--- config.mk ---
export PLATFORM = sky130hd
export DESIGN_NAME = posit_field_encoder
export DESIGN_NICKNAME = d
export VERILOG_FILES = /design/src/rtl/posit_field_encoder.sv
export SDC_FILE = /design/constraint.sdc
export NUM_CORES = 1
export LEC_CHECK = 0
export BUFFER_PORTS_ARGS = -buffer_cell sky130_fd_sc_hd__clkbuf_2
export CAP_MARGIN = 20
export CORE_MARGIN = 5
export CORE_UTILIZATION = 35
export CTS_CLUSTER_DIAMETER = 150
export DETAILED_ROUTE_END_ITERATION = 10
export SYNTH_ARGS = -nofsm -noshare
export SYNTH_HDL_FRONTEND = slang
export SYNTH_SLANG_ARGS = --single-unit
--- constraint.sdc ---
create_clock -name clk -period 4.4 [get_ports clk]
set_input_delay 0.22 -clock clk [delete_from_list [all_inputs] [get_ports clk]]
set_output_delay 0.22 -clock clk [all_outputs]
set_load 0.02 [all_outputs]
--- src/rtl/posit_field_encoder.sv ---
// Packs sign/scale/fraction fields into a posit<N,ES> word with RNE rounding and maxpos/minpos saturation.
// Latency: 2 cycles from input accept to out_valid; 1 word per cycle when not stalled.
// Backpressure: in_ready = !out_valid | out_ready; a stall freezes both stages. Optional out_inexact via POSIT_ENC_INEXACT_EN.
module posit_field_encoder #(
    parameter int N  = 9,
    parameter int ES = 3,
    parameter int FW = 8,
    parameter int SW = 8
) (
    input  logic          clk,
    input  logic          reset,
    input  logic          in_valid,
    output logic          in_ready,
    input  logic          in_sign,
    input  logic [SW-1:0] in_scale,
    input  logic [FW-1:0] in_frac,
    input  logic          in_zero,
    input  logic          in_nar,
    output logic          out_valid,
    input  logic          out_ready,
    output logic [N-1:0]  out_posit
`ifdef POSIT_ENC_INEXACT_EN
    ,
    output logic          out_inexact
`endif
);

    localparam int KW   = SW - ES;
    localparam int BW   = N + ES + FW;
    localparam int MAXK = N - 2;
    localparam logic [N-1:0] ONE_N = N'(1);
    localparam logic [N-2:0] MINPOS = (N-1)'(1);

    logic advance;
    assign advance  = !out_valid || out_ready;
    assign in_ready = advance;

    // Stage 1: split scale into regime run k and exponent e, flag out-of-range k
    logic [KW-1:0] in_k;
    int            in_kv;
    assign in_k  = in_scale[SW-1:ES];
    assign in_kv = int'($signed(in_k));

    logic          s1_valid, s1_sign, s1_zero, s1_nar, s1_sat_hi, s1_sat_lo;
    logic [KW-1:0] s1_k;
    logic [ES-1:0] s1_e;
    logic [FW-1:0] s1_frac;

    always_ff @(posedge clk or negedge reset) begin
        if (!reset) begin
            s1_valid  <= 1'b0;
            s1_sign   <= 1'b0;
            s1_zero   <= 1'b0;
            s1_nar    <= 1'b0;
            s1_sat_hi <= 1'b0;
            s1_sat_lo <= 1'b0;
            s1_k      <= '0;
            s1_e      <= '0;
            s1_frac   <= '0;
        end else if (advance) begin
            s1_valid <= in_valid;
            if (in_valid) begin
                s1_sign   <= in_sign;
                s1_zero   <= in_zero;
                s1_nar    <= in_nar;
                s1_sat_hi <= (in_kv > MAXK);
                s1_sat_lo <= (in_kv < -MAXK);
                s1_k      <= in_k;
                s1_e      <= in_scale[ES-1:0];
                s1_frac   <= in_frac;
            end
        end
    end

    // Stage 2: regime is left-aligned in an N-bit slot; e and frac follow it after rlen bits
    int            kv;
    int            rlen;
    logic [N-1:0]  regime;
    logic [BW-1:0] body;
    assign kv = int'($signed(s1_k));

    always_comb begin
        regime = '0;
        rlen   = 0;
        if (kv >= 0) begin
            regime = {N{1'b1}} << (N - 1 - kv);
            rlen   = kv + 2;
        end else begin
            regime = ONE_N << (N - 1 + kv);
            rlen   = 1 - kv;
        end
        body = {regime, {(ES+FW){1'b0}}} | ({s1_e, s1_frac, {N{1'b0}}} >> rlen);
    end

    logic [N-2:0] field;
    logic         guard, sticky, rnd_up;
    logic [N-1:0] rnd_sum;
    logic [N-2:0] mag;
    logic [N-1:0] pos_word, signed_word, enc_word;

    assign field   = body[BW-1 -: N-1];
    assign guard   = body[BW-N];
    assign sticky  = |body[BW-N-1:0];
    assign rnd_up  = guard && (field[0] || sticky);
    assign rnd_sum = {1'b0, field} + {{(N-1){1'b0}}, rnd_up};

    always_comb begin
        mag = rnd_sum[N-2:0];
        if (s1_sat_hi || rnd_sum[N-1]) begin
            mag = {(N-1){1'b1}};
        end else if (s1_sat_lo || (rnd_sum[N-2:0] == '0)) begin
            mag = MINPOS;
        end
        pos_word    = {1'b0, mag};
        signed_word = s1_sign ? (~pos_word + ONE_N) : pos_word;
        enc_word    = signed_word;
        if (s1_nar) begin
            enc_word = {1'b1, {(N-1){1'b0}}};
        end else if (s1_zero) begin
            enc_word = '0;
        end
    end

`ifdef POSIT_ENC_INEXACT_EN
    logic inexact_c;
    assign inexact_c = !(s1_nar || s1_zero) && (guard || sticky || s1_sat_hi || s1_sat_lo);
`endif

    always_ff @(posedge clk or negedge reset) begin
        if (!reset) begin
            out_valid   <= 1'b0;
            out_posit   <= '0;
`ifdef POSIT_ENC_INEXACT_EN
            out_inexact <= 1'b0;
`endif
        end else if (advance) begin
            out_valid <= s1_valid;
            if (s1_valid) begin
                out_posit   <= enc_word;
`ifdef POSIT_ENC_INEXACT_EN
                out_inexact <= inexact_c;
`endif
            end
        end
    end

endmodule

==> report_table.html, run 1 <==
<table>
<tr><th>Metric</th><th>Value</th></tr>
<tr><th colspan="2">Final layout</th></tr>
<tr><td>Post-layout net count</td><td>441</td></tr>
<tr><td>Syn-to-layout area delta</td><td>15.60%</td></tr>
<tr><td>Share of layout cells above drive strength 1</td><td>30.24%</td></tr>
<tr><td>Fill count</td><td>914</td></tr>
<tr><td>Post-layout instance area</td><td>0.003839 mm²</td></tr>
<tr><td>Diodes inserted</td><td>0</td></tr>
<tr><th colspan="2">Placed design</th></tr>
<tr><td>Placement Cell Area</td><td>0.003649 mm²</td></tr>
<tr><td>DP Worst Slack</td><td>-0.004764 ns</td></tr>
<tr><td>Half-perimeter wire length after placement</td><td>6604 µm</td></tr>
<tr><td>Last weighted congestion value of the routability-driven placer</td><td>0.9153</td></tr>
<tr><td>Port Buf Inserts</td><td>33</td></tr>
<tr><th colspan="2">Power and ir drop</th></tr>
<tr><td>Power density normalized to cell area</td><td>505.9 mW/mm²</td></tr>
<tr><td>Clock share of power</td><td>16.0%</td></tr>
<tr><td>Net Sw Power</td><td>866.5 µW</td></tr>
<tr><td>Worst voltage drop across the vdd grid</td><td>366.3 µV</td></tr>
<tr><td>Part of the power in combinational logic</td><td>62.0%</td></tr>
<tr><td>Switching Share</td><td>44.62%</td></tr>
<tr><td>Internal</td><td>1075 µW</td></tr>
<tr><td>Part of the power in registers</td><td>22.1%</td></tr>
<tr><td>Total leakage power</td><td>0.001595 µW</td></tr>
<tr><th colspan="2">Worst setup path</th></tr>
<tr><td>CP Depth</td><td>17</td></tr>
<tr><td>Startpoint Class</td><td>flop</td></tr>
<tr><td>Critical path start-end classification</td><td>reg -&gt; reg</td></tr>
<tr><td>Worst path top cell family by delay</td><td>compound AO/OA/AOI/OAI gates</td></tr>
<tr><td>Crit path DAT</td><td>4.37 ns</td></tr>
<tr><td>CP required</td><td>4.60 ns</td></tr>
<tr><td>Largest stage delay on the critical path</td><td>0.39 ns</td></tr>
<tr><td>Category of the worst setup path capture point</td><td>flop</td></tr>
<tr><td>Critical Path Fanout Max</td><td>14</td></tr>
<tr><td>Count of buffering cells on the critical path with inverters included</td><td>3</td></tr>
<tr><td>Critical register-to-register path endpoint</td><td>out_posit[4]</td></tr>
<tr><td>Slowest cell on the critical path</td><td>sky130_fd_sc_hd__dfrtp_1</td></tr>
<tr><td>Crit path launch</td><td>s1_k[4]</td></tr>
<tr><td>Capture point of the worst path</td><td>out_posit[4]</td></tr>
<tr><td>Worst R2R Setup Slack</td><td>0.24 ns</td></tr>
<tr><td>Crit path top cell by count</td><td>sky130_fd_sc_hd__buf_4</td></tr>
<tr><td>Sequence of cells on the critical path</td><td>buf_4 -&gt; buf_4 -&gt; ha_1 -&gt; nand2_1 -&gt; o21a_1 -&gt; nand4_2 -&gt; o221ai_4 -&gt; a21boi_4 -&gt; nor4b_4 -&gt; buf_4 -&gt; o2bb2ai_1 -&gt; o211ai_2 -&gt; o21a_1 -&gt; ha_1 -&gt; nand2_1 -&gt; mux2_2 -&gt; o21ai_1</td></tr>
<tr><td>Worst flop-to-flop path startpoint</td><td>s1_k[4]</td></tr>
<tr><td>Worst reg-to-reg path cell count</td><td>17</td></tr>
<tr><th colspan="2">Routing</th></tr>
<tr><td>Antenna-violating nets left</td><td>0</td></tr>
<tr><td>DR DRC count</td><td>0</td></tr>
<tr><td>Mean number of vias per cell</td><td>5.599</td></tr>
<tr><td>Via Count</td><td>3018</td></tr>
<tr><td>DR pass1 iterations</td><td>4</td></tr>
<tr><td>Total length of routed wires</td><td>8700 µm</td></tr>
<tr><td>Routed length per placed instance</td><td>16.14 µm</td></tr>
<tr><td>Iteration-0 DRC count of the detailed router</td><td>197</td></tr>
<tr><th colspan="2">Synth</th></tr>
<tr><td>Number of enable flip-flop cells after synthesis</td><td>0</td></tr>
<tr><td>Average footprint of a synthesized cell</td><td>8.999 µm²</td></tr>
<tr><td>Number of synthesized register bits</td><td>32</td></tr>
<tr><td>Distinct cells, synth</td><td>84</td></tr>
<tr><td>Netlist Area Pre-Place</td><td>0.003321 mm²</td></tr>
<tr><td>Synth Flop Type</td><td>sky130_fd_sc_hd__dfrtp_1</td></tr>
<tr><td>Yosys warnings</td><td>0</td></tr>
<tr><td>Synthesized netlist net count</td><td>401</td></tr>
<tr><td>Share of flip-flops with an asynchronous set or reset after synthesis</td><td>100.0%</td></tr>
<tr><td>Sequential share of the synthesized area</td><td>24.11%</td></tr>
<tr><td>Number of standard cells after synthesis</td><td>369</td></tr>
<tr><th colspan="2">STA</th></tr>
<tr><td>Final setup fails</td><td>0</td></tr>
<tr><td>Final setup skew</td><td>0.008509 ns</td></tr>
<tr><td>Total count of hold-check failures in the final report</td><td>0</td></tr>
<tr><td>Slew at the pin with the worst max-slew slack</td><td>0.9383 ns</td></tr>
<tr><td>Shortest period the worst path allows</td><td>4.165 ns</td></tr>
<tr><td>Minimum setup slack in the final design</td><td>0.2353 ns</td></tr>
<tr><td>Tcrit/Tclk final</td><td>94.65%</td></tr>
<tr><td>Highest achievable clock rate</td><td>240.1 MHz</td></tr>
<tr><td>Max-slew violations</td><td>0</td></tr>
<tr><td>Worst-case headroom to the max-slew limit</td><td>36.96%</td></tr>
<tr><td>Worst-case hold slack</td><td>0.01831 ns</td></tr>
<tr><th colspan="2">Floorplanning</th></tr>
<tr><td>Row count</td><td>35</td></tr>
<tr><td>Floorplan die width</td><td>107.4 µm</td></tr>
<tr><td>IO Pins</td><td>34</td></tr>
<tr><td>Initial cell density of the core</td><td>35.94%</td></tr>
<tr><td>Core region area</td><td>0.009240 mm²</td></tr>
<tr><td>DIE AREA</td><td>0.01154 mm²</td></tr>
<tr><td>Die Y-Extent</td><td>107.4 µm</td></tr>
<tr><th colspan="2">Clock network</th></tr>
<tr><td>Clock Pin Slew Worst Setup and Hold Paths</td><td>0.07 ns</td></tr>
<tr><td>Num CTS Buffers</td><td>5</td></tr>
<tr><td>Clk_lat worst skew</td><td>0.28 ns</td></tr>
<tr><td>Count of hold-fix buffers inserted at cts</td><td>0</td></tr>
<tr><td>Clock root cell</td><td>sky130_fd_sc_hd__clkbuf_8</td></tr>
<tr><td>Count of H-tree levels built during CTS</td><td>2</td></tr>
<tr><td># clock sinks</td><td>32</td></tr>
<tr><td>Clk buf depth</td><td>2</td></tr>
<tr><td>TritonCTS clock tree</td><td>built</td></tr>
<tr><th colspan="2">Global routing</th></tr>
<tr><td>Tot GR Track Use</td><td>15.54%</td></tr>
<tr><td>Global-route congestion overflow total</td><td>0</td></tr>
<tr><td>Via count of the first global-routing pass</td><td>2945</td></tr>
<tr><td>Antenna violations before repair</td><td>0</td></tr>
<tr><td>Pin count of the biggest net entering global routing</td><td>42</td></tr>
<tr><td>Global-route wire length before repair</td><td>14750 µm</td></tr>
<tr><th colspan="2">Job</th></tr>
<tr><td>Maxcap violations</td><td>0</td></tr>
<tr><th colspan="2">Outcome</th></tr>
<tr><td>Result of the run</td><td>complete, no violations</td></tr>
<tr><th colspan="2">Min path</th></tr>
<tr><td>Worst Hold Class</td><td>in -&gt; async</td></tr>
</table>
-- worst register-to-register path, delay by kind of cell (launching register included) --
family | cells | cell delay, ns
DFF | 1 | 0.39
buffers and inverters | 3 | 0.59
and+or+nand+nor | 4 | 0.86
adders and majority gates | 2 | 0.44
AOI/OAI and AO/OA | 7 | 1.49
muxes | 1 | 0.33
-- Yosys cell counts (3+ instances only) --
master / n / area [µm²]
sky130_fd_sc_hd__nor2b_1: 6 / 37.54
sky130_fd_sc_hd__a31oi_1: 6 / 37.54
sky130_fd_sc_hd__mux2_1: 3 / 33.78
sky130_fd_sc_hd__o21ai_0: 12 / 60.06
sky130_fd_sc_hd__o22ai_1: 4 / 25.02
sky130_fd_sc_hd__and2_1: 3 / 18.77
sky130_fd_sc_hd__a22oi_1: 9 / 67.56
sky130_fd_sc_hd__buf_6: 7 / 78.83
sky130_fd_sc_hd__and3_1: 3 / 18.77
sky130_fd_sc_hd__a21oi_1: 18 / 90.09
sky130_fd_sc_hd__mux2i_1: 18 / 180.2
sky130_fd_sc_hd__inv_1: 12 / 45.04
sky130_fd_sc_hd__buf_2: 3 / 15.01
sky130_fd_sc_hd__nand3_1: 10 / 50.05
sky130_fd_sc_hd__nor2_1: 18 / 67.56
sky130_fd_sc_hd__clkbuf_1: 7 / 26.28
sky130_fd_sc_hd__or4_1: 3 / 22.52
sky130_fd_sc_hd__xnor2_1: 11 / 96.34
sky130_fd_sc_hd__or3_1: 4 / 25.02
sky130_fd_sc_hd__a22o_1: 6 / 52.55
sky130_fd_sc_hd__o21ai_1: 6 / 30.03
sky130_fd_sc_hd__nand2_1: 42 / 157.7
sky130_fd_sc_hd__nand2b_1: 11 / 68.82
sky130_fd_sc_hd__mux2_2: 22 / 247.7
sky130_fd_sc_hd__ha_1: 9 / 112.6
sky130_fd_sc_hd__a2111oi_0: 4 / 35.03
sky130_fd_sc_hd__nor3_1: 6 / 30.03
sky130_fd_sc_hd__dfrtp_1: 32 / 800.8
-- per-layer routing --
metal	up-vias	track usage (%)	routed length, µm
li1	1461	-	-
met1	1460	22.14	4138
met2	85	24.53	3982
met3	12	1.860	392
met4	0	4.779	186
met5	-	0	0
-- placed cells by master, fill, tap and decap left out, drive strengths merged, types with 6 or more instances in the layout --
master,n
a21oi,19
inv,13
nor2b,9
a22oi,10
nand3,10
a31oi,7
nand2,43
nor2,18
o21ai,18
a22o,6
ha,9
nor3,6
xnor2,13
mux2i,18
buf,20
nand2b,11
dfrtp,32
clkbuf,40
mux2,26
-- flip-flops by register name, indices dropped and copies added, names as in the netlist --
register   count
s1_zero        1
s1_sign        1
s1_sat_lo      1
out_posit      9
s1_valid       1
s1_e           3
s1_nar         1
out_valid      1
s1_k           5
s1_frac        8
s1_sat_hi      1
-- area by class of cell --
cell class | count | area [µm²] | area share [%]
multi-input cells | 303 | 2367 | 61.67
flip-flops and latches | 32 | 803.3 | 20.93
repair buffers | 53 | 327.8 | 8.540
well taps | 129 | 161.4 | 4.205
clock buffers | 7 | 96.34 | 2.510
inverters | 14 | 52.55 | 1.369
clock inverters | 1 | 30.03 | 0.7823
-- stage by stage --
stage           TNS [ns]  total power, µW  utilization (%)  cells
2_1_floorplan          0             1327                -    369
3_3_place_gp           0             1587            39.49    528
3_5_place_dp   -0.004764             1597            39.49    528
4_1_cts                0             1919            40.87    536
5_1_grt        -0.006477             2091            41.54    539
6_report               0             1942            41.54    539
-- power groups by stage --
stage               Sequential (µW)  Clock (µW)  Combinational (µW)
floorplan                       446           0                 882
global placement                429           0                1160
detailed placement              433           0                1160
finish                          428         310                1200
CTS                             428         320                1170
global route                    439         336                1320
-- how the worst min path moves through the flow --
stage / end / cells past startpoint / from / slack [ns]
4_1_cts: s1_frac[2] / 1 / reset / 0.05
5_1_grt: s1_frac[5] / 1 / reset / 0.09
2_1_floorplan: out_posit[0] / 0 / reset / -0.08
3_3_place_gp: s1_frac[6] / 1 / reset / 0.34
3_5_place_dp: s1_frac[2] / 1 / reset / 0.36
6_report: s1_frac[2] / 1 / reset / 0.02
-- logic make-up after synthesis --
group / Yosys count / synth area share, %
and+or+nand+nor: 130 / 21.82
AOI/OAI and AO/OA: 103 / 24.64
muxes: 45 / 15.03
buffers and inverters: 34 / 5.764
DFF: 32 / 24.11
xor gates and xnor gates: 16 / 5.238
adders and majority gates: 9 / 3.391
-- what timing repair did --
item | CTS | global route
gates resized for setup | 1 | 12
buffers inserted | 0 | 3
endpoints found under the setup margin | 1 | 7
Note: power is estimated with default switching activity, not from simulation.
==> inputs of run 2 (changes only) <==
--- a/config.mk
+++ b/config.mk
@@ -11,6 +11,7 @@
 export CORE_UTILIZATION = 35
 export CTS_CLUSTER_DIAMETER = 150
 export DETAILED_ROUTE_END_ITERATION = 10
+export MAX_ROUTING_LAYER = met4
 export SYNTH_ARGS = -nofsm -noshare
 export SYNTH_HDL_FRONTEND = slang
 export SYNTH_SLANG_ARGS = --single-unit
==> run 2 against run 1 <==
  * Clock power down 27%
  * Wire length down 0.44%
  * First-iteration DRC count down 13%
  * Sequential power about the same
  * Die area unchanged
  * Utilization down 0.61 points
  * Critical path depth down 1
==> report_table.html, run 2 (synthesis gave the netlist of run 1 again) <==
<table>
<tr><th>Metric</th><th>Value</th></tr>
<tr><th colspan="2">Clock network</th></tr>
<tr><td>Num CTS Buffers</td><td>5</td></tr>
<tr><td>Clk_lat worst skew</td><td>0.28 ns</td></tr>
<tr><td>Count of hold-fix buffers inserted at cts</td><td>0</td></tr>
<tr><td>Clk buf depth</td><td>2</td></tr>
<tr><td># clock sinks</td><td>32</td></tr>
<tr><td>Clock root cell</td><td>sky130_fd_sc_hd__clkbuf_8</td></tr>
<tr><td>Count of H-tree levels built during CTS</td><td>2</td></tr>
<tr><td>TritonCTS clock tree</td><td>built</td></tr>
<tr><td>Clock Pin Slew Worst Setup and Hold Paths</td><td>0.07 ns</td></tr>
<tr><th colspan="2">Routing</th></tr>
<tr><td>DR pass1 iterations</td><td>5</td></tr>
<tr><td>Total length of routed wires</td><td>8662 µm</td></tr>
<tr><td>Antenna-violating nets left</td><td>0</td></tr>
<tr><td>Via Count</td><td>3032</td></tr>
<tr><td>Iteration-0 DRC count of the detailed router</td><td>171</td></tr>
<tr><td>Mean number of vias per cell</td><td>5.636</td></tr>
<tr><td>Routed length per placed instance</td><td>16.10 µm</td></tr>
<tr><td>DR DRC count</td><td>0</td></tr>
<tr><th colspan="2">STA</th></tr>
<tr><td>RSZ-0062 raised after global routing</td><td>false</td></tr>
<tr><td>Final setup fails</td><td>0</td></tr>
<tr><td>Total negative setup slack</td><td>0 ns</td></tr>
<tr><td>Total count of hold-check failures in the final report</td><td>0</td></tr>
<tr><td>Worst-case hold slack</td><td>0.01617 ns</td></tr>
<tr><td>Tcrit/Tclk final</td><td>94.54%</td></tr>
<tr><td>Max-slew violations</td><td>0</td></tr>
<tr><td>Slew at the pin with the worst max-slew slack</td><td>0.9269 ns</td></tr>
<tr><td>Highest achievable clock rate</td><td>240.4 MHz</td></tr>
<tr><td>Minimum setup slack in the final design</td><td>0.2403 ns</td></tr>
<tr><td>Final setup skew</td><td>0.003975 ns</td></tr>
<tr><td>Shortest period the worst path allows</td><td>4.160 ns</td></tr>
<tr><td>Worst-case headroom to the max-slew limit</td><td>38.05%</td></tr>
<tr><th colspan="2">Worst setup path</th></tr>
<tr><td>Capture point of the worst path</td><td>out_posit[4]</td></tr>
<tr><td>Worst flop-to-flop path startpoint</td><td>s1_k[4]</td></tr>
<tr><td>Critical path start-end classification</td><td>reg -&gt; reg</td></tr>
<tr><td>Category of the worst setup path capture point</td><td>flop</td></tr>
<tr><td>Crit path DAT</td><td>4.37 ns</td></tr>
<tr><td>Startpoint Class</td><td>flop</td></tr>
<tr><td>Critical Path Fanout Max</td><td>14</td></tr>
<tr><td>Worst R2R Setup Slack</td><td>0.24 ns</td></tr>
<tr><td>CP required</td><td>4.61 ns</td></tr>
<tr><td>Worst reg-to-reg path cell count</td><td>16</td></tr>
<tr><td>Crit path launch</td><td>s1_k[4]</td></tr>
<tr><td>Critical register-to-register path endpoint</td><td>out_posit[4]</td></tr>
<tr><th colspan="2">Final layout</th></tr>
<tr><td>Share of layout cells above drive strength 1</td><td>29.58%</td></tr>
<tr><td>Syn-to-layout area delta</td><td>13.90%</td></tr>
<tr><td>Most common cell after layout, fill and taps aside</td><td>sky130_fd_sc_hd__nand2_1</td></tr>
<tr><td>Post-layout net count</td><td>440</td></tr>
<tr><td>Diodes inserted</td><td>0</td></tr>
<tr><td>Max reg flops</td><td>9</td></tr>
<tr><td>Top library cells by usage in the layout, fill and taps aside</td><td>sky130_fd_sc_hd__nand2_1, sky130_fd_sc_hd__clkbuf_2, sky130_fd_sc_hd__dfrtp_1, sky130_fd_sc_hd__mux2_2</td></tr>
<tr><td>Leading registers by flop count</td><td>out_posit (9), s1_frac (8), s1_k (5)</td></tr>
<tr><td>Fill count</td><td>922</td></tr>
<tr><td>Register name with the most flops</td><td>out_posit</td></tr>
<tr><th colspan="2">Floorplanning</th></tr>
<tr><td>Row count</td><td>35</td></tr>
<tr><td>Initial cell density of the core</td><td>35.94%</td></tr>
<tr><td>Floorplan die width</td><td>107.4 µm</td></tr>
<tr><td>DIE AREA</td><td>0.01154 mm²</td></tr>
<tr><td>Core region area</td><td>0.009240 mm²</td></tr>
<tr><td>IO Pins</td><td>34</td></tr>
<tr><td>Die Y-Extent</td><td>107.4 µm</td></tr>
<tr><th colspan="2">Outcome</th></tr>
<tr><td>Result of the run</td><td>complete, no violations</td></tr>
<tr><th colspan="2">Power and ir drop</th></tr>
<tr><td>Total chip power</td><td>1844 µW</td></tr>
<tr><td>Total leakage power</td><td>0.001569 µW</td></tr>
<tr><td>Worst voltage drop across the vdd grid</td><td>313.2 µV</td></tr>
<tr><td>Power density normalized to cell area</td><td>487.5 mW/mm²</td></tr>
<tr><th colspan="2">Placed design</th></tr>
<tr><td>DP Worst Slack</td><td>0.1453 ns</td></tr>
<tr><td>Last weighted congestion value of the routability-driven placer</td><td>0.9078</td></tr>
<tr><td>Port Buf Inserts</td><td>33</td></tr>
<tr><td>Half-perimeter wire length after placement</td><td>6610 µm</td></tr>
<tr><th colspan="2">Min path</th></tr>
<tr><td>Worst Hold Class</td><td>in -&gt; async</td></tr>
<tr><th colspan="2">Global routing</th></tr>
<tr><td>Tot GR Track Use</td><td>15.65%</td></tr>
<tr><td>Global-route wire length before repair</td><td>14500 µm</td></tr>
<tr><td>Global-route congestion overflow total</td><td>0</td></tr>
<tr><td>Via count of the first global-routing pass</td><td>2894</td></tr>
<tr><td>Antenna violations before repair</td><td>0</td></tr>
<tr><td>Pin count of the biggest net entering global routing</td><td>42</td></tr>
<tr><th colspan="2">Job</th></tr>
<tr><td>Maxcap violations</td><td>0</td></tr>
</table>
-- run 2: changes by cell type in the layout (fill, tap and decap cells not counted), sizes merged --
cell	previous run	this run
buf	20	19
bufinv	1	0
clkbuf	40	39
clkinv	1	2
clkinvlp	0	1
-- run 2: worst max-delay path, cell delays in order, from the launching register on --
cell and delay (ns):
sky130_fd_sc_hd__dfrtp_1 0.39, sky130_fd_sc_hd__buf_4 0.19, sky130_fd_sc_hd__buf_4 0.21, sky130_fd_sc_hd__ha_1 0.19, sky130_fd_sc_hd__nand2_1 0.11, sky130_fd_sc_hd__o21a_1 0.25, sky130_fd_sc_hd__nand4_2 0.25, sky130_fd_sc_hd__o221ai_2 0.37
sky130_fd_sc_hd__a21boi_4 0.28, sky130_fd_sc_hd__nor4b_4 0.38, sky130_fd_sc_hd__and4_1 0.29, sky130_fd_sc_hd__o211ai_2 0.15, sky130_fd_sc_hd__o21a_1 0.23, sky130_fd_sc_hd__ha_1 0.24, sky130_fd_sc_hd__nand2_1 0.08, sky130_fd_sc_hd__mux2_2 0.33
sky130_fd_sc_hd__o21ai_1 0.12
-- run 2: worst min-delay path by stage --
stage | endpoint | slack (ns)
floorplan | out_posit[0] | -0.08
global placement | s1_frac[2] | 0.35
detailed placement | s1_frac[6] | 0.35
CTS | s1_frac[6] | 0.04
global route | s1_frac[6] | 0.09
finish | s1_frac[6] | 0.02
-- run 2: final cells by class --
type | count | area [µm²] | area share, %
Inverter | 14 | 52.55 | 1.389
Multi-Input combinational cell | 303 | 2352 | 62.19
Timing Repair Buffer | 52 | 324.1 | 8.568
Clock buffer | 6 | 72.57 | 1.919
Clock inverter | 2 | 16.27 | 0.4300
Tap cell | 129 | 161.4 | 4.267
Sequential cell | 32 | 803.3 | 21.24
-- run 2: repair_timing --
item / 4_1_cts / 5_1_grt
setup endpoints to repair: 0 / 7
setup buffers: 0 / 1
gates resized for setup: 0 / 10
-- run 2: per-stage QoR --
stage	std cells	util (%)	area (µm²)
finish	538	40.93	3782
global route	538	40.93	3782
CTS	537	40.53	3745
detailed placement	529	39.57	3656
global placement	529	39.57	3656
floorplan	369	-	3321
-- run 2: report_power, final --
group          leakage, µW  internal [µW]  switching, µW  total (µW)
registers         0.000389            357           70.6         428
logic              0.00114            515            675        1190
clock network    0.0000414            112            114         227
total              0.00157            984            860        1840
-- run 2: layer usage --
layer	vias to the layer above	part of all wire (%)	global-route usage [%]	wire (µm)
met2	90	46	24.66	3988
met1	1467	49	21.84	4243
met3	8	3.6	1.440	312
met4	0	1.4	3.697	118
met5	-	0	-	0
li1	1467	-	-	-
